File: config.mk
export PLATFORM = sky130hd
export DESIGN_NAME = clk_reset_sequencer
export DESIGN_NICKNAME = d
export VERILOG_FILES = /design/src/rtl/clk_reset_sequencer.sv
export SDC_FILE = /design/constraint.sdc
export NUM_CORES = 1
export LEC_CHECK = 0
export ABC_AREA = 1
export CAP_MARGIN = 40
export CORE_MARGIN = 1.5
export CORE_UTILIZATION = 50
export DETAILED_ROUTE_END_ITERATION = 8
export GPL_TIMING_DRIVEN = 1
export PLACE_DENSITY = 0.73
export SYNTH_ARGS = -nofsm -noshare
export SYNTH_HDL_FRONTEND = slang
export SYNTH_SLANG_ARGS = --single-unit
File: constraint.sdc
create_clock -name sys_clk -period 1.8 [get_ports sys_clk]
set_clock_uncertainty 0.2 [all_clocks]
set_input_delay 0.18 -clock sys_clk [delete_from_list [all_inputs] [get_ports sys_clk]]
set_output_delay 0.18 -clock sys_clk [all_outputs]
set_load 0.03 [all_outputs]
File: src/rtl/clk_reset_sequencer.sv
// Clock bring-up sequencer: waits for MMCM lock, pulses IDELAYCTRL reset, holds user reset until ready.
// Optional LOCK_LOSS_CNT_EN adds a saturating count of RUN->WAIT_LOCK lock-loss events.
module clk_reset_sequencer #(
    parameter int LOCK_STABLE_CYCLES = 1024,
    parameter int IDELAY_RST_CYCLES  = 16,
    parameter int RDY_TIMEOUT        = 4096,
    parameter int RELEASE_CYCLES     = 64,
    parameter int MAX_RETRIES        = 3,
    parameter int CNT_W              = 16
) (
    input  logic             sys_clk,
    input  logic             sys_rst_n,
    input  logic             sys_clk_lock,
    input  logic             idelay_rdy,
    input  logic             retry_req,
    output logic             idelay_rst,
    output logic             user_rst,
    output logic             ready,
    output logic             fail,
    output logic [2:0]       state,
    output logic [1:0]       retry_cnt
`ifdef LOCK_LOSS_CNT_EN
    ,
    output logic [CNT_W-1:0] lock_loss_cnt
`endif
);

    // state       | meaning
    // WAIT_LOCK   | waiting for synchronized MMCM lock
    // LOCK_STABLE | lock must hold continuously for LOCK_STABLE_CYCLES
    // IDELAY_RST  | IDELAYCTRL reset pulse of IDELAY_RST_CYCLES
    // WAIT_RDY    | waiting for IDELAYCTRL ready, timeout triggers retry
    // RELEASE     | ready seen, counting down to user reset release
    // RUN         | clocking stable, user reset released
    // FAIL        | retries exhausted, sticky until retry_req
    typedef enum logic [2:0] {
        ST_WAIT_LOCK   = 3'd0,
        ST_LOCK_STABLE = 3'd1,
        ST_IDELAY_RST  = 3'd2,
        ST_WAIT_RDY    = 3'd3,
        ST_RELEASE     = 3'd4,
        ST_RUN         = 3'd5,
        ST_FAIL        = 3'd6
    } state_t;

    localparam logic [CNT_W-1:0] LS_LAST  = CNT_W'(LOCK_STABLE_CYCLES - 1);
    localparam logic [CNT_W-1:0] IR_LAST  = CNT_W'(IDELAY_RST_CYCLES - 1);
    localparam logic [CNT_W-1:0] RT_LAST  = CNT_W'(RDY_TIMEOUT - 1);
    localparam logic [CNT_W-1:0] RL_LAST  = CNT_W'(RELEASE_CYCLES - 1);
    localparam logic [CNT_W-1:0] CNT_ONE  = CNT_W'(1);
    localparam logic [1:0]       MAX_R    = 2'(MAX_RETRIES);

    state_t           st_q, st_d;
    logic [CNT_W-1:0] cnt_q, cnt_d;
    logic [1:0]       retry_q, retry_d;
    logic             lock_m, lock_s, rdy_m, rdy_s;

    always_ff @(posedge sys_clk) begin
        if (!sys_rst_n) begin
            lock_m     <= 1'b0;
            lock_s     <= 1'b0;
            rdy_m      <= 1'b0;
            rdy_s      <= 1'b0;
            st_q       <= ST_WAIT_LOCK;
            cnt_q      <= '0;
            retry_q    <= '0;
            idelay_rst <= 1'b1;
            user_rst   <= 1'b1;
            ready      <= 1'b0;
            fail       <= 1'b0;
        end else begin
            lock_m     <= sys_clk_lock;
            lock_s     <= lock_m;
            rdy_m      <= idelay_rdy;
            rdy_s      <= rdy_m;
            st_q       <= st_d;
            cnt_q      <= cnt_d;
            retry_q    <= retry_d;
            // outputs decoded from next state so they move on the same edge as state
            idelay_rst <= (st_d == ST_WAIT_LOCK) || (st_d == ST_LOCK_STABLE) ||
                          (st_d == ST_IDELAY_RST) || (st_d == ST_FAIL);
            user_rst   <= (st_d != ST_RUN);
            ready      <= (st_d == ST_RUN);
            fail       <= (st_d == ST_FAIL);
        end
    end

    always_comb begin
        st_d    = st_q;
        cnt_d   = cnt_q;
        retry_d = retry_q;
        case (st_q)
            ST_WAIT_LOCK: begin
                cnt_d = '0;
                if (lock_s) st_d = ST_LOCK_STABLE;
            end
            ST_LOCK_STABLE: begin
                if (cnt_q == LS_LAST) begin
                    st_d  = ST_IDELAY_RST;
                    cnt_d = '0;
                end else begin
                    cnt_d = cnt_q + CNT_ONE;
                end
            end
            ST_IDELAY_RST: begin
                if (cnt_q == IR_LAST) begin
                    st_d  = ST_WAIT_RDY;
                    cnt_d = '0;
                end else begin
                    cnt_d = cnt_q + CNT_ONE;
                end
            end
            ST_WAIT_RDY: begin
                if (rdy_s) begin
                    st_d  = ST_RELEASE;
                    cnt_d = '0;
                end else if (cnt_q == RT_LAST) begin
                    cnt_d = '0;
                    if (retry_q < MAX_R) begin
                        st_d    = ST_IDELAY_RST;
                        retry_d = retry_q + 2'd1;
                    end else begin
                        st_d = ST_FAIL;
                    end
                end else begin
                    cnt_d = cnt_q + CNT_ONE;
                end
            end
            ST_RELEASE: begin
                if (!rdy_s) begin
                    st_d  = ST_IDELAY_RST;
                    cnt_d = '0;
                end else if (cnt_q == RL_LAST) begin
                    st_d  = ST_RUN;
                    cnt_d = '0;
                end else begin
                    cnt_d = cnt_q + CNT_ONE;
                end
            end
            ST_RUN: begin
                cnt_d = '0;
                if (!rdy_s) begin
                    st_d    = ST_IDELAY_RST;
                    retry_d = '0;
                end
            end
            ST_FAIL: begin
                cnt_d = '0;
                if (retry_req) begin
                    st_d    = ST_WAIT_LOCK;
                    retry_d = '0;
                end
            end
            default: begin
                st_d    = ST_WAIT_LOCK;
                cnt_d   = '0;
                retry_d = '0;
            end
        endcase
        // lock loss outranks timeout and ready events; FAIL ignores lock
        if (!lock_s && (st_q != ST_WAIT_LOCK) && (st_q != ST_FAIL)) begin
            st_d    = ST_WAIT_LOCK;
            cnt_d   = '0;
            retry_d = '0;
        end
    end

    assign state     = st_q;
    assign retry_cnt = retry_q;

`ifdef LOCK_LOSS_CNT_EN
    always_ff @(posedge sys_clk) begin
        if (!sys_rst_n) begin
            lock_loss_cnt <= '0;
        end else if ((st_q == ST_RUN) && (st_d == ST_WAIT_LOCK) && (lock_loss_cnt != '1)) begin
            lock_loss_cnt <= lock_loss_cnt + CNT_ONE;
        end
    end
`endif

endmodule

==> run summary <==
Setup total negative slack -> 0 ns
Gr usage total -> 20.7%
Post-Syn Nets -> 219
Unique cell type count in the Yosys netlist -> 28
VDD IR max -> 0.363 mV
Fin. Hold Viols -> 0
Arrival @ worst endpoint -> 1.81 ns
Max Cap Viol -> 0
Drt drc -> 0
Tot Pwr -> 1130 uW
Top post-synthesis cells by area -> dfxtp_1 (38%), nand2_1 (13%), nor2_1 (6.7%), nor2_2 (6.2%), inv_1 (4.9%)
Hold Path Depth -> 3
Worst Path Max Fanout -> 8
Final setup viols -> 0
Clock-pin slew on the worst setup and hold paths -> 0.09 ns
Layout fillers -> 236
Port bufs -> 13
Minimum clock period -> 1.79 ns
Depth of the worst register-to-register path -> 9
Layout Area Growth over Synthesis -> 32.3%
First-pass GRT wire length -> 5.32 mm
Nets -> 259
IO Pins -> 14
Final worst slack -> 0.0134 ns
Mapped Area -> 1520 sq um
Worst setup SP type -> flip-flop
Layout cells sized above 1 -> 33.6%
Die Wd -> 58.2 um
Status -> finished clean
Worst Tran Pin Value -> 0.334 ns
CP Capture Type -> flip-flop
Cell accounting for the most synthesized area -> dfxtp_1
Hpwl dp -> 2.27 mm
Top cell type's share of synthesized area -> 38.1%
Placer congestion estimate -> 0.836
Final core utilization -> 71.2%
Std-Cell Rows -> 19
H-tree depth -> 2
Register area share after synthesis -> 38.1%
Antenna violations before repair -> 0
Initial Util -> 53.8%
Drt wl/cell -> 11.3 um
Vias per cell -> 4.88
Number of global-route vias before repair -> 1304
Max_slew headroom -> 77.8%
CTS tree -> done
CTS root buf -> clkbuf_4
Antenna diodes -> 0
Leak Pwr -> 0.000891 uW
Largest net degree at the start of global routing -> 17
Clock Tree Buf Depth -> 2
Post-Syn Instances -> 212
Initial DRC Count -> 50
Core area -> 2830 sq um
Worst slack, placed -> -0.212 ns
#FFs+latches synth -> 29
TritonCTS buffer count -> 5
WL final -> 3.21 mm
Hold Path Class -> input port to flip-flop
Syn avg cell area -> 7.18 sq um
Clock Sinks -> 29
Synth Warn # -> 0
Clk Latency, worst-skew pair -> 0.33 ns
Unrepaired setup endpoints after global routing -> true
Slew Limit Fails -> 0
Final Cycle Share -> 99.3%
Worst setup path category -> flip-flop to flip-flop
Die Span Y -> 58.2 um
PD cells -> 562 nW/um^2
Die area -> 3390 sq um
Via count -> 1385
Antenna Nets Post-Route -> 0
Drt pass-1 iters -> 6
WP data required -> 1.83 ns
Fmax -> 560 MHz
Gr ovfl total -> 0
## routing by layer
layer	wire, um	up-vias	GRT usage, %	part of all wire [%]
li1	-	743	-	-
met1	1500	606	25.9	47
met2	1490	26	32.5	47
met3	133	10	5.36	4.1
met4	84	0	11.3	2.6
met5	0	-	0	0
## cell usage after synthesis
library cell / instances
nand3b_1: 1
o31ai_1: 1
dfxtp_1: 29
nor2_1: 27
xor2_1: 6
buf_8: 1
nor3_1: 3
nand4_1: 5
a21oi_1: 3
buf_2: 2
o21ai_0: 4
o21ai_4: 1
inv_2: 4
inv_4: 1
or2_2: 2
xnor2_1: 5
nand3_1: 12
o21ai_1: 2
nand2_1: 54
nand3_4: 1
nor2_4: 2
inv_1: 20
ha_1: 2
nand2_2: 4
clkinv_1: 1
nor2_2: 15
a211oi_1: 1
nand3_2: 3
## power breakdown
part / internal, uW / switching, uW / total [uW]
Clock: 226 / 223 / 449
Sequential: 646 / 3.62 / 649
Combinational: 16.9 / 17.7 / 34.6
## state kept, by name, indices dropped and copies added (netlist names)
| register | cells |
|---|---|
| user_rst | 1 |
| ready | 1 |
| cnt_q | 16 |
| retry_cnt | 2 |
| lock_s | 1 |
| lock_m | 1 |
| rdy_m | 1 |
| fail | 1 |
| idelay_rst | 1 |
| state | 3 |
| rdy_s | 1 |
## layout make-up
cell class	count	area [sq um]	area share (%)
Inverter	26	100	4.97
Multi-Input combinational cell	154	888	44.1
Timing Repair Buffer	36	328	16.3
Clock buffer	7	65.1	3.23
Clock inverter	1	5.00	0.248
Tap cell	31	38.8	1.93
Sequential cell	29	589	29.3
## stage by stage
stage	hold slack [ns]	std cells	area, sq um
after CTS	0.170	282	1900
after floorplan	0.0735	212	1520
final	0.176	284	2010
after global placement	0.192	273	1820
after detailed placement	0.200	273	1820
after global routing	0.189	284	2010
## worst max-delay path, cell delays in order, from the launching register on
cell and delay (ns):
dfxtp_2 0.37, ha_4 0.15, nand3_4 0.12, nor2_4 0.15
nand2_2 0.08, nand3_2 0.08, nand3_2 0.09, o21ai_4 0.21
clkbuf_16 0.20, nor2_2 0.03
## final timing paths
| check | from | to | slack, ns |
|---|---|---|---|
| max reg2reg | cnt_q[1] | cnt_q[15] | 0.01 |
| min | idelay_rdy | rdy_m | 0.18 |
| min reg2reg | lock_m | lock_s | 0.22 |
| max | cnt_q[1] | cnt_q[15] | 0.01 |
## logic make-up after synthesis
logic type,Yosys count,synth area share (%)
and+or+nand+nor,129,40.7
buffers and inverters,29,8.22
DFF,29,38.1
AOI/OAI and AO/OA,12,5.01
xor gates and xnor gates,11,6.33
adders and majority gates,2,1.64
## what timing repair did
item	4_1_cts	5_1_grt
gates cloned	0	1
hold buffers	0	0
endpoints found under the setup margin	21	23
pin swaps	2	9
gates resized for setup	5	27
setup buffers	1	1
## placed cells by master, fill, tap and decap left out, drive strengths merged
cell type / synthesis / layout
nand4: 5 / 5
o31ai: 1 / 1
dlygate4sd2: 0 / 4
nand3b: 1 / 1
a211oi: 1 / 1
dfxtp: 29 / 29
nor3: 3 / 3
buf: 3 / 22
o21ai: 7 / 7
clkinv: 1 / 2
nand3: 16 / 16
a21oi: 3 / 3
nor2: 44 / 44
clkbuf: 0 / 8
clkdlybuf4s50: 0 / 9
ha: 2 / 2
inv: 25 / 25
xnor2: 5 / 5
nand2: 58 / 58
or2: 2 / 2
xor2: 6 / 6
(Power assumes the default switching activity.)
